**src/rtl/ball_renderer_pkg.sv**
```systemverilog
// rtl/ball_renderer_pkg.sv - shared screen geometry, default raster timing and box types
package ball_renderer_pkg;

  localparam int width  = 640;
  localparam int height = 480;
  localparam int xBits  = 10;
  localparam int yBits  = 9;

  localparam int H_FRONT_DEF = 16;
  localparam int H_SYNC_DEF  = 96;
  localparam int H_BACK_DEF  = 48;
  localparam int V_FRONT_DEF = 10;
  localparam int V_SYNC_DEF  = 2;
  localparam int V_BACK_DEF  = 33;

  // Common signed width wide enough for either axis plus a zero-extended counter
  localparam int CW = xBits + 2;

  typedef struct packed {
    logic signed [yBits:0] top;
    logic signed [xBits:0] left;
    logic signed [xBits:0] right;
    logic signed [yBits:0] bottom;
  } box_t;

  function automatic logic in_span(input logic signed [CW-1:0] c,
                                   input logic signed [CW-1:0] lo,
                                   input logic signed [CW-1:0] hi);
    return (lo <= c) && (c <= hi);
  endfunction

endpackage

```
**src/rtl/ball_renderer_timing.sv**
```systemverilog
// rtl/ball_renderer_timing.sv - raster h/v counters and raw sync/active/frame-event decodes
module raster_timing #(
  parameter int H_ACTIVE = 640,
  parameter int H_FRONT  = 16,
  parameter int H_SYNC   = 96,
  parameter int H_BACK   = 48,
  parameter int V_ACTIVE = 480,
  parameter int V_FRONT  = 10,
  parameter int V_SYNC   = 2,
  parameter int V_BACK   = 33,
  parameter int HW       = 11,
  parameter int VW       = 10
) (
  input  logic          clk,
  input  logic          reset,
  output logic [HW-1:0] h,
  output logic [VW-1:0] v,
  output logic          hsync_on,
  output logic          vsync_on,
  output logic          active_on,
  output logic          move_on,
  output logic          latch_on
);

  localparam int H_TOTAL = H_ACTIVE + H_FRONT + H_SYNC + H_BACK;
  localparam int V_TOTAL = V_ACTIVE + V_FRONT + V_SYNC + V_BACK;

  localparam logic [HW-1:0] H_LAST   = HW'(H_TOTAL - 1);
  localparam logic [HW-1:0] H_ACT    = HW'(H_ACTIVE);
  localparam logic [HW-1:0] HS_START = HW'(H_ACTIVE + H_FRONT);
  localparam logic [HW-1:0] HS_END   = HW'(H_ACTIVE + H_FRONT + H_SYNC);
  localparam logic [VW-1:0] V_LAST   = VW'(V_TOTAL - 1);
  localparam logic [VW-1:0] V_ACT    = VW'(V_ACTIVE);
  localparam logic [VW-1:0] VS_START = VW'(V_ACTIVE + V_FRONT);
  localparam logic [VW-1:0] VS_END   = VW'(V_ACTIVE + V_FRONT + V_SYNC);

  logic [HW-1:0] h_q, h_d;
  logic [VW-1:0] v_q, v_d;
  logic          h_wrap;

  always_comb begin
    h_wrap = (h_q == H_LAST);
    h_d    = h_wrap ? '0 : h_q + HW'(1);
    v_d    = v_q;
    if (h_wrap) begin
      v_d = (v_q == V_LAST) ? '0 : v_q + VW'(1);
    end
  end

  always_ff @(posedge clk) begin
    if (reset) begin
      h_q <= '0;
      v_q <= '0;
    end else begin
      h_q <= h_d;
      v_q <= v_d;
    end
  end

  assign h         = h_q;
  assign v         = v_q;
  assign hsync_on  = (h_q >= HS_START) && (h_q < HS_END);
  assign vsync_on  = (v_q >= VS_START) && (v_q < VS_END);
  assign active_on = (h_q < H_ACT) && (v_q < V_ACT);
  assign move_on   = (h_q == '0) && (v_q == V_ACT);
  // Latch on the last blanking line so the box is stable before line 0
  assign latch_on  = (h_q == '0) && (v_q == V_LAST);

endmodule

```
**src/rtl/ball_renderer.sv**
```systemverilog
// rtl/ball_renderer.sv - raster generator that latches the ball box per frame and renders it
module ball_renderer
  import ball_renderer_pkg::*;
#(
  parameter int H_ACTIVE = width,
  parameter int H_FRONT  = H_FRONT_DEF,
  parameter int H_SYNC   = H_SYNC_DEF,
  parameter int H_BACK   = H_BACK_DEF,
  parameter int V_ACTIVE = height,
  parameter int V_FRONT  = V_FRONT_DEF,
  parameter int V_SYNC   = V_SYNC_DEF,
  parameter int V_BACK   = V_BACK_DEF
) (
  input  logic                  clk,
  input  logic                  reset,
  input  logic signed [yBits:0] top,
  input  logic signed [xBits:0] left,
  input  logic signed [xBits:0] right,
  input  logic signed [yBits:0] bottom,
  output logic                  move,
  output logic                  hsync,
  output logic                  vsync,
  output logic                  active,
  output logic                  pixel,
  output logic [xBits:0]        hcount,
  output logic [yBits:0]        vcount
);

  logic [xBits:0] h;
  logic [yBits:0] v;
  logic hsync_on, vsync_on, active_on, move_on, latch_on;

  raster_timing #(
    .H_ACTIVE(H_ACTIVE), .H_FRONT(H_FRONT), .H_SYNC(H_SYNC), .H_BACK(H_BACK),
    .V_ACTIVE(V_ACTIVE), .V_FRONT(V_FRONT), .V_SYNC(V_SYNC), .V_BACK(V_BACK),
    .HW(xBits + 1), .VW(yBits + 1)
  ) u_timing (
    .clk      (clk),
    .reset    (reset),
    .h        (h),
    .v        (v),
    .hsync_on (hsync_on),
    .vsync_on (vsync_on),
    .active_on(active_on),
    .move_on  (move_on),
    .latch_on (latch_on)
  );

  box_t box_q, box_d;
  logic hsync_q, hsync_d, vsync_q, vsync_d;
  logic active_q, active_d, pixel_q, pixel_d, move_q, move_d;
  logic signed [CW-1:0] hx, vy, lx, rx, ty, by;
  logic lit;

  always_comb begin
    box_d = box_q;
    if (latch_on) begin
      box_d.top    = top;
      box_d.left   = left;
      box_d.right  = right;
      box_d.bottom = bottom;
    end
    // Counters are unsigned; a leading zero keeps them non-negative in signed compares
    hx  = $signed({1'b0, h});
    vy  = CW'($signed({1'b0, v}));
    lx  = CW'($signed(box_q.left));
    rx  = CW'($signed(box_q.right));
    ty  = CW'($signed(box_q.top));
    by  = CW'($signed(box_q.bottom));
    lit = in_span(hx, lx, rx) && in_span(vy, ty, by);
    hsync_d  = ~hsync_on;
    vsync_d  = ~vsync_on;
    active_d = active_on;
    pixel_d  = active_on && lit;
    move_d   = move_on;
  end

  always_ff @(posedge clk) begin
    if (reset) begin
      box_q    <= '0;
      hsync_q  <= 1'b1;
      vsync_q  <= 1'b1;
      active_q <= 1'b0;
      pixel_q  <= 1'b0;
      move_q   <= 1'b0;
    end else begin
      box_q    <= box_d;
      hsync_q  <= hsync_d;
      vsync_q  <= vsync_d;
      active_q <= active_d;
      pixel_q  <= pixel_d;
      move_q   <= move_d;
    end
  end

  assign hsync  = hsync_q;
  assign vsync  = vsync_q;
  assign active = active_q;
  assign pixel  = pixel_q;
  assign move   = move_q;
  assign hcount = h;
  assign vcount = v;

endmodule

```
**config.mk**
```make
export PLATFORM = sky130hd
export DESIGN_NAME = ball_renderer
export DESIGN_NICKNAME = d
export VERILOG_FILES = /design/src/rtl/ball_renderer_pkg.sv /design/src/rtl/ball_renderer_timing.sv /design/src/rtl/ball_renderer.sv
export SDC_FILE = /design/constraint.sdc
export NUM_CORES = 1
export LEC_CHECK = 0
export CAP_MARGIN = 20
export CORE_MARGIN = 2
export CORE_UTILIZATION = 50
export CTS_BUF_LIST = sky130_fd_sc_hd__clkbuf_2 sky130_fd_sc_hd__clkbuf_4 sky130_fd_sc_hd__clkbuf_8
export CTS_CLUSTER_SIZE = 20
export DETAILED_ROUTE_END_ITERATION = 16
export PLACE_DENSITY = 0.87
export SLEW_MARGIN = 20
export SYNTH_ARGS = -nofsm -noshare
export SYNTH_HDL_FRONTEND = slang
export SYNTH_SLANG_ARGS = --single-unit
```
**constraint.sdc**
```tcl
create_clock -name clk -period 2.73 [get_ports clk]
set_input_delay 0.546 -clock clk [delete_from_list [all_inputs] [get_ports clk]]
set_output_delay 0.546 -clock clk [all_outputs]
set_load 0.01 [all_outputs]
```
==> results of run 1 <==
[flip-flops by register name (all words and copies together) (netlist names)]
register    count
box_q          42
u_timing.h     11
u_timing.v     10
active          1
hsync           1
move            1
pixel           1
vsync           1
[cells in the final DEF, fill, tap and decap left out, drive strengths merged, types with 2 or more instances in the layout]
cell / n
nand4: 12
a21oi: 60
buf: 6
ha: 47
o21ai: 12
xnor2: 13
nand3b: 2
nor3: 7
mux2i: 2
nand3: 11
and4: 4
clkbuf: 13
o211ai: 3
inv: 43
nand2: 96
dfxtp: 68
a311oi: 2
a211oi: 2
a21o: 5
nor2: 25
or3: 4
nor2b: 2
or4: 2
clkdlybuf4s50: 68
nor4: 5
[worst register-to-register path, delay by kind of cell (launching register included)]
kind | cells | cell delay [ns]
flip-flops | 1 | 0.47
adder cells (fa/ha/maj) | 1 | 0.25
AND/OR/NAND/NOR | 4 | 1.31
AO/OA/AOI/OAI | 1 | 0.14
[area by class of cell]
cell class | count | area share (%)
clock buffers | 13 | 3.38
clock inverters | 2 | 0.740
inverters | 43 | 3.41
multi-input cells | 327 | 45.5
flip-flops and latches | 68 | 28.8
well taps | 99 | 2.62
repair buffers | 74 | 15.5
[power groups by stage]
stage	Clock (uW)	Combinational (uW)	Sequential (uW)
after floorplan	0	56.5	1030
after global placement	0	150	1030
after detailed placement	0	155	1030
after CTS	846	156	1010
after global routing	884	170	1010
final	843	154	1010
[logic make-up (layout without fill, tap and decap cells)]
family	count (synthesis)	count (layout)
and+or+nand+nor	176	176
AOI/OAI and AO/OA	88	88
DFF	68	68
buffers and inverters	61	132
adders and majority gates	47	47
xor gates and xnor gates	14	14
muxes	2	2
[metal layers]
layer / up-vias / GRT usage (%)
met1: 1533 / 25.9
met5: - / 0
met4: 0 / 8.08
li1: 1675 / -
met2: 98 / 41.2
met3: 10 / 3.90
[how the worst min path moves through the flow]
stage	startpoint	to	slack (ns)
5_1_grt	box_q[4]$_SDFFE_PP0P_	box_q[4]$_SDFFE_PP0P_	0.47
6_report	box_q[4]$_SDFFE_PP0P_	box_q[4]$_SDFFE_PP0P_	0.46
3_3_place_gp	box_q[4]$_SDFFE_PP0P_	box_q[4]$_SDFFE_PP0P_	0.44
2_1_floorplan	box_q[11]$_SDFFE_PP0P_	box_q[11]$_SDFFE_PP0P_	0.44
4_1_cts	box_q[4]$_SDFFE_PP0P_	box_q[4]$_SDFFE_PP0P_	0.46
3_5_place_dp	box_q[4]$_SDFFE_PP0P_	box_q[4]$_SDFFE_PP0P_	0.45
[metrics by stage]
step,util [%],hold WS (ns)
floorplan,-,0.436
global placement,62.2,0.444
detailed placement,62.2,0.448
CTS,64.9,0.458
global route,64.9,0.471
finish,64.9,0.457
==> out/qor.yml, run 1 <==
gr-total-overflow: 0
viasPerCell: 5.30
multi_input_area_sq_um: 2150
cpLargestDelayFamily: "simple AND/OR/NAND/NOR gates"
fillCellCount: 625
syn-num-nets: 547
grt_pass1_wl_mm: 15.3
synth_ff_type: "dfxtp_1"
pwr-share-seq_pct: 50.2
crit_slowest_cell: "dfxtp_1"
cp_num_buf_inv: 0
io_buffers: 69
period_needed_ns: 2.24
cts_made_buffers: 9
yosysWarnings: 0
postRouteWirelength_mm: 8.84
crit_cells: 6
fin_cells: 626
tns_ns: 0
cts_hold_buf: 0
worstSetupStartpointType: "flip-flop"
cts_num_sinks: 68
r2r_slack_ns: 0.49
wl_per_cell_microns: 14.1
drc_errors: 0
via_count: 3316
drtIter0Drc: 120
synth_most_common_cell: "nand2_1"
ys_ff_latch: 68
area.growth.synth_to_final_pct: 25.2
synth.avg_cell_area_sq_um: 8.29
ys_top_cells_by_area: "dfxtp_1 36%, ha_1 16%, nand2_1 7.5%, a21oi_1 5.3%, a21oi_2 4.6%"
die_x_microns: 90.9
crit_path_end_kind: "flip-flop"
final_cell_area_sq_um: 4730
place_ws_ns: 0.518
arrival_ns: 2.53
dpl_cell_area_sq_um: 4540
slowest_delay_ns: 0.47
yosys.area_share.simple_pct: 22.8
routed-wl-met2_mm: 4.49
p_leak_uw: 0.00174
synth_xor_area_share_pct: 3.25
max_slew_margin_pct: 70.9
io_pins: 70
pwr-share-clk_pct: 42.0
ant_nets: 0
min_path_type: "flip-flop to flip-flop"
synthMuxAreaShare_pct: 0.530
maxCapViolCount: 0
status: "completed"
root_buffer: "clkbuf_8"
finalPower_uw: 2010
synth_compound_area_share_pct: 14.8
r2r-start: "u_timing.h[0]$_SDFF_PP0_"
drv_slew: 0
seqCellArea_sq_um: 1360
path_class: "flip-flop to flip-flop"
firstDrtPassIters: 4
synth_adder_area_share_pct: 15.6
p_per_area_nw_per_um2: 424
core.rowCount: 31
cp.required_ns: 3.02
crit_top_cell: "and4_1"
die_area_sq_um: 8270
path_cells: "ha_1 -> and4_1 -> and4_1 -> nand4_1 -> or3_1 -> a21oi_1"
grt_pass1_vias: 3450
wl_met3_microns: 479
worstRegToRegCells: 6
hold_viol: 0
cts.path.max_buffers: 2
yosysTopAreaCell: "dfxtp_1"
fp.dieH_microns: 90.9
insertion_delay_ns: 0.35
yosysSeqAreaShare_pct: 36.0
initial_utilization_pct: 51.8
cts_tree: "yes"
startpoint: "u_timing.h[0]$_SDFF_PP0_"
core_sq_um: 7290
synth_edf_count: 0
synth_common_cells: "76 x nand2_1, 68 x dfxtp_1, 47 x ha_1"
synth_top_cell_area_share_pct: 36.0
max_freq_mhz: 446
gp_congestion: 0.879
endpoint: "u_timing.v[9]$_SDFFE_PP0P_"
hpwl_mm: 6.52
setup_slack_ns: 0.486
syn_inst: 456
min_period_over_period_pct: 82.2
cts_resized: 0
finClkSkew_ns: 0.00773
p_sw_uw: 442
drive_above_1_share_pct: 12.3
ir_drop_mv: 0.254
track_usage_pct: 22.4
worst_pin_slew_ns: 0.434
ys_types: 41
grt_max_degree: 43
n_antenna_cell: 0
power_frac_comb_pct: 7.7
cts.clk_slew.worst_paths_ns: 0.07
p_int_uw: 1560
rsz0062_at_grt: "false"
antenna_found_initial: 0
async_reset_ff_share_pct: 0
place_inst: 611
post_cts_buffers: 0
h-tree-depth: 3
switching_share_pct: 22.1
nNetsFinal: 614
finalSetupViolations: 0
synth_top_family_by_area: "simple AND/OR/NAND/NOR gates"
met1_length_mm: 3.79
regToRegEndpoint: "u_timing.v[9]$_SDFFE_PP0P_"
hold_depth: 2
dr.max_layer_used: "met4"
syn-cell-area_sq_um: 3780
critPathMaxFanout: 9
Power figures use the tool's default switching activity.
==> inputs of run 2 (changes only) <==
==> constraint.sdc (replaced) <==
create_clock -name clk -period 2.25 [get_ports clk]
set_input_delay 0.45 -clock clk [delete_from_list [all_inputs] [get_ports clk]]
set_output_delay 0.45 -clock clk [all_outputs]
set_load 0.01 [all_outputs]
==> run 2 against run 1 <==
Non-clock buffer count up 17. Design area up 3.0%. First-iteration DRC count increased by 10%. Critical endpoint is now box_q[4]$_SDFFE_PP0P_. Wire length rose by 4.5%. Critical path depth is 3 higher. Final cell count increased by 2.9%. Combinational power grew 25%. Via count grew 3.6%. Die area stayed put. Register-to-register slack lost 0.34 ns. Hold slack about the same.
==> out/qor.yml, run 2 (synthesized netlist as in run 1, its figures left out) <==
status: "completed"
drc_errors: 0  # unchanged
p_int_uw: 1910  # +22%
h-tree-depth: 3  # unchanged
pwr-share-clk_pct: 42.6  # +0.6 points
ir_drop_mv: 0.259  # +1.7%
switching_share_pct: 22.5  # +0.41 points
min_path_type: "flip-flop to flip-flop"
hold_start: "box_q[11]$_SDFFE_PP0P_"
track_usage_pct: 22.7  # +0.28 points
final_common_cell: "nand2_1"
power_frac_comb_pct: 7.8  # about the same
gp_congestion: 0.846  # -3.8%
finClkSkew_ns: 0.00899  # +0.00126 ns
gr-total-overflow: 0  # unchanged
grt_pass1_vias: 3440  # -0.29%
hold_depth: 2  # unchanged
tns_ns: 0  # unchanged
initial_utilization_pct: 51.8  # unchanged
firstDrtPassIters: 5  # +1
hpwl_mm: 6.78  # +4.0%
cp.required_ns: 2.52  # -0.50 ns
cts_num_sinks: 68  # unchanged
r2r-start: "u_timing.v[0]$_SDFFE_PP0P_"
largest_reg_flops: 42  # unchanged
core_sq_um: 7290  # unchanged
io_buffers: 69  # unchanged
place_ws_ns: 0.167  # -0.351 ns
p_leak_uw: 0.00183  # +5.3%
r2r_slack_ns: 0.15  # -0.34 ns
wl_per_cell_microns: 14.4  # +1.6%
regToRegEndpoint: "box_q[4]$_SDFFE_PP0P_"
regMostFlops: "box_q"
n_antenna_cell: 0  # unchanged
crit_path_end_kind: "flip-flop"
core.rowCount: 31  # unchanged
hold_viol: 0  # unchanged
p_sw_uw: 553  # +25%
final_cell_mix: "76 x nand2_1, 68 x clkdlybuf4s50_1, 67 x dfxtp_1"
maxCapViolCount: 0  # unchanged
p_per_area_nw_per_um2: 505  # +19%
drv_slew: 0  # unchanged
max_freq_mhz: 476  # +6.8%
critPathMaxFanout: 42  # +33
arrival_ns: 2.37  # -0.16 ns
drtIter0Drc: 132  # +10%
die_area_sq_um: 8270  # unchanged
root_buffer: "clkbuf_8"
die_x_microns: 90.9  # unchanged
grt_pass1_wl_mm: 15.4  # +0.31%
fp.dieH_microns: 90.9  # unchanged
nNetsFinal: 631  # +2.8%
worstSetupStartpointType: "flip-flop"
area.growth.synth_to_final_pct: 28.9
path_class: "flip-flop to flip-flop"
min_period_over_period_pct: 93.4  # +11 points
cts.path.max_buffers: 2  # unchanged
rsz0062_at_grt: "false"
cts_made_buffers: 9  # unchanged
io_pins: 70  # unchanged
worst_pin_slew_ns: 0.577  # +0.143 ns
cts.clk_slew.worst_paths_ns: 0.07  # about the same
insertion_delay_ns: 0.35  # about the same
postRouteWirelength_mm: 9.25  # +4.5%
worstRegToRegCells: 9  # +3
cts_tree: "yes"
viasPerCell: 5.34  # +0.72%
via_count: 3436  # +3.6%
antenna_found_initial: 0  # unchanged
finish.utilization_pct: 66.8  # +1.9 points
drive_above_1_share_pct: 15.4  # +3.1 points
pwr-share-seq_pct: 49.6  # -0.6 points
hold_end: "box_q[11]$_SDFFE_PP0P_"
max_slew_margin_pct: 61.6  # -9.3 points
finalSetupViolations: 0  # unchanged
period_needed_ns: 2.10  # -0.142 ns
ant_nets: 0  # unchanged
setup_slack_ns: 0.149  # -0.338 ns
grt_max_degree: 43  # unchanged
-- run 2: power by group through the flow --
stage / Clock (uW) / Sequential [uW] / Combinational, uW
after floorplan: 0 / 1250 / 68.5
after global routing: 1100 / 1220 / 208
after CTS: 1060 / 1220 / 193
final: 1050 / 1220 / 192
after detailed placement: 0 / 1250 / 192
after global placement: 0 / 1250 / 187
-- run 2: metrics by stage --
stage | area [sq um] | std cells | power, uW | hold WS [ns]
5_1_grt | 4870 | 644 | 2530 | 0.472
4_1_cts | 4860 | 642 | 2470 | 0.458
3_3_place_gp | 4650 | 626 | 1430 | 0.442
6_report | 4870 | 644 | 2460 | 0.457
2_1_floorplan | 3780 | 456 | 1320 | 0.436
3_5_place_dp | 4650 | 626 | 1440 | 0.448
-- run 2: layer usage --
layer / GRT usage, % / up-vias / routed length [microns]
met5: 0 / - / 0
met4: 6.94 / 0 / 153
met2: 41.2 / 104 / 4740
li1: - / 1710 / -
met3: 5.23 / 15 / 486
met1: 26.3 / 1607 / 3870
-- run 2: worst max-delay path: stages, from the launching register on --
cell     delay (ns)
dfxtp_1        0.31
inv_1          0.11
ha_1           0.16
nand2_1        0.06
or4_4          0.43
nor4_4         0.22
and2_2         0.23
buf_12         0.25
nand2_1        0.10
a21oi_1        0.15
-- run 2: what timing repair did --
action	in CTS	in global routing
hold buffers	0	0
buffers inserted	0	2
setup endpoints to repair	0	2
gates resized for setup	0	1
-- run 2: worst max path at each step --
stage / start / end / slack [ns] / cells past startpoint
after floorplan: u_timing.v[0]$_SDFFE_PP0P_ / box_q[21]$_SDFFE_PP0P_ / 0.26 / 10
after global placement: u_timing.h[0]$_SDFF_PP0_ / u_timing.v[9]$_SDFFE_PP0P_ / 0.22 / 6
after detailed placement: u_timing.h[0]$_SDFF_PP0_ / u_timing.v[9]$_SDFFE_PP0P_ / 0.17 / 6
after CTS: u_timing.h[0]$_SDFF_PP0_ / u_timing.v[9]$_SDFFE_PP0P_ / 0.14 / 6
after global routing: u_timing.v[0]$_SDFFE_PP0P_ / box_q[10]$_SDFFE_PP0P_ / 0.01 / 9
final: u_timing.v[0]$_SDFFE_PP0P_ / box_q[4]$_SDFFE_PP0P_ / 0.15 / 9
-- run 2: area by class of cell --
cell class                      instances  area, sq um
Inverter                               43          161
Clock buffer                           12          159
Clock inverter                          4         47.5
Multi-Input combinational cell        327         2150
Timing Repair Buffer                   91          863
Tap cell                               99          124
Sequential cell                        68         1360
Fill cell                             619         2420
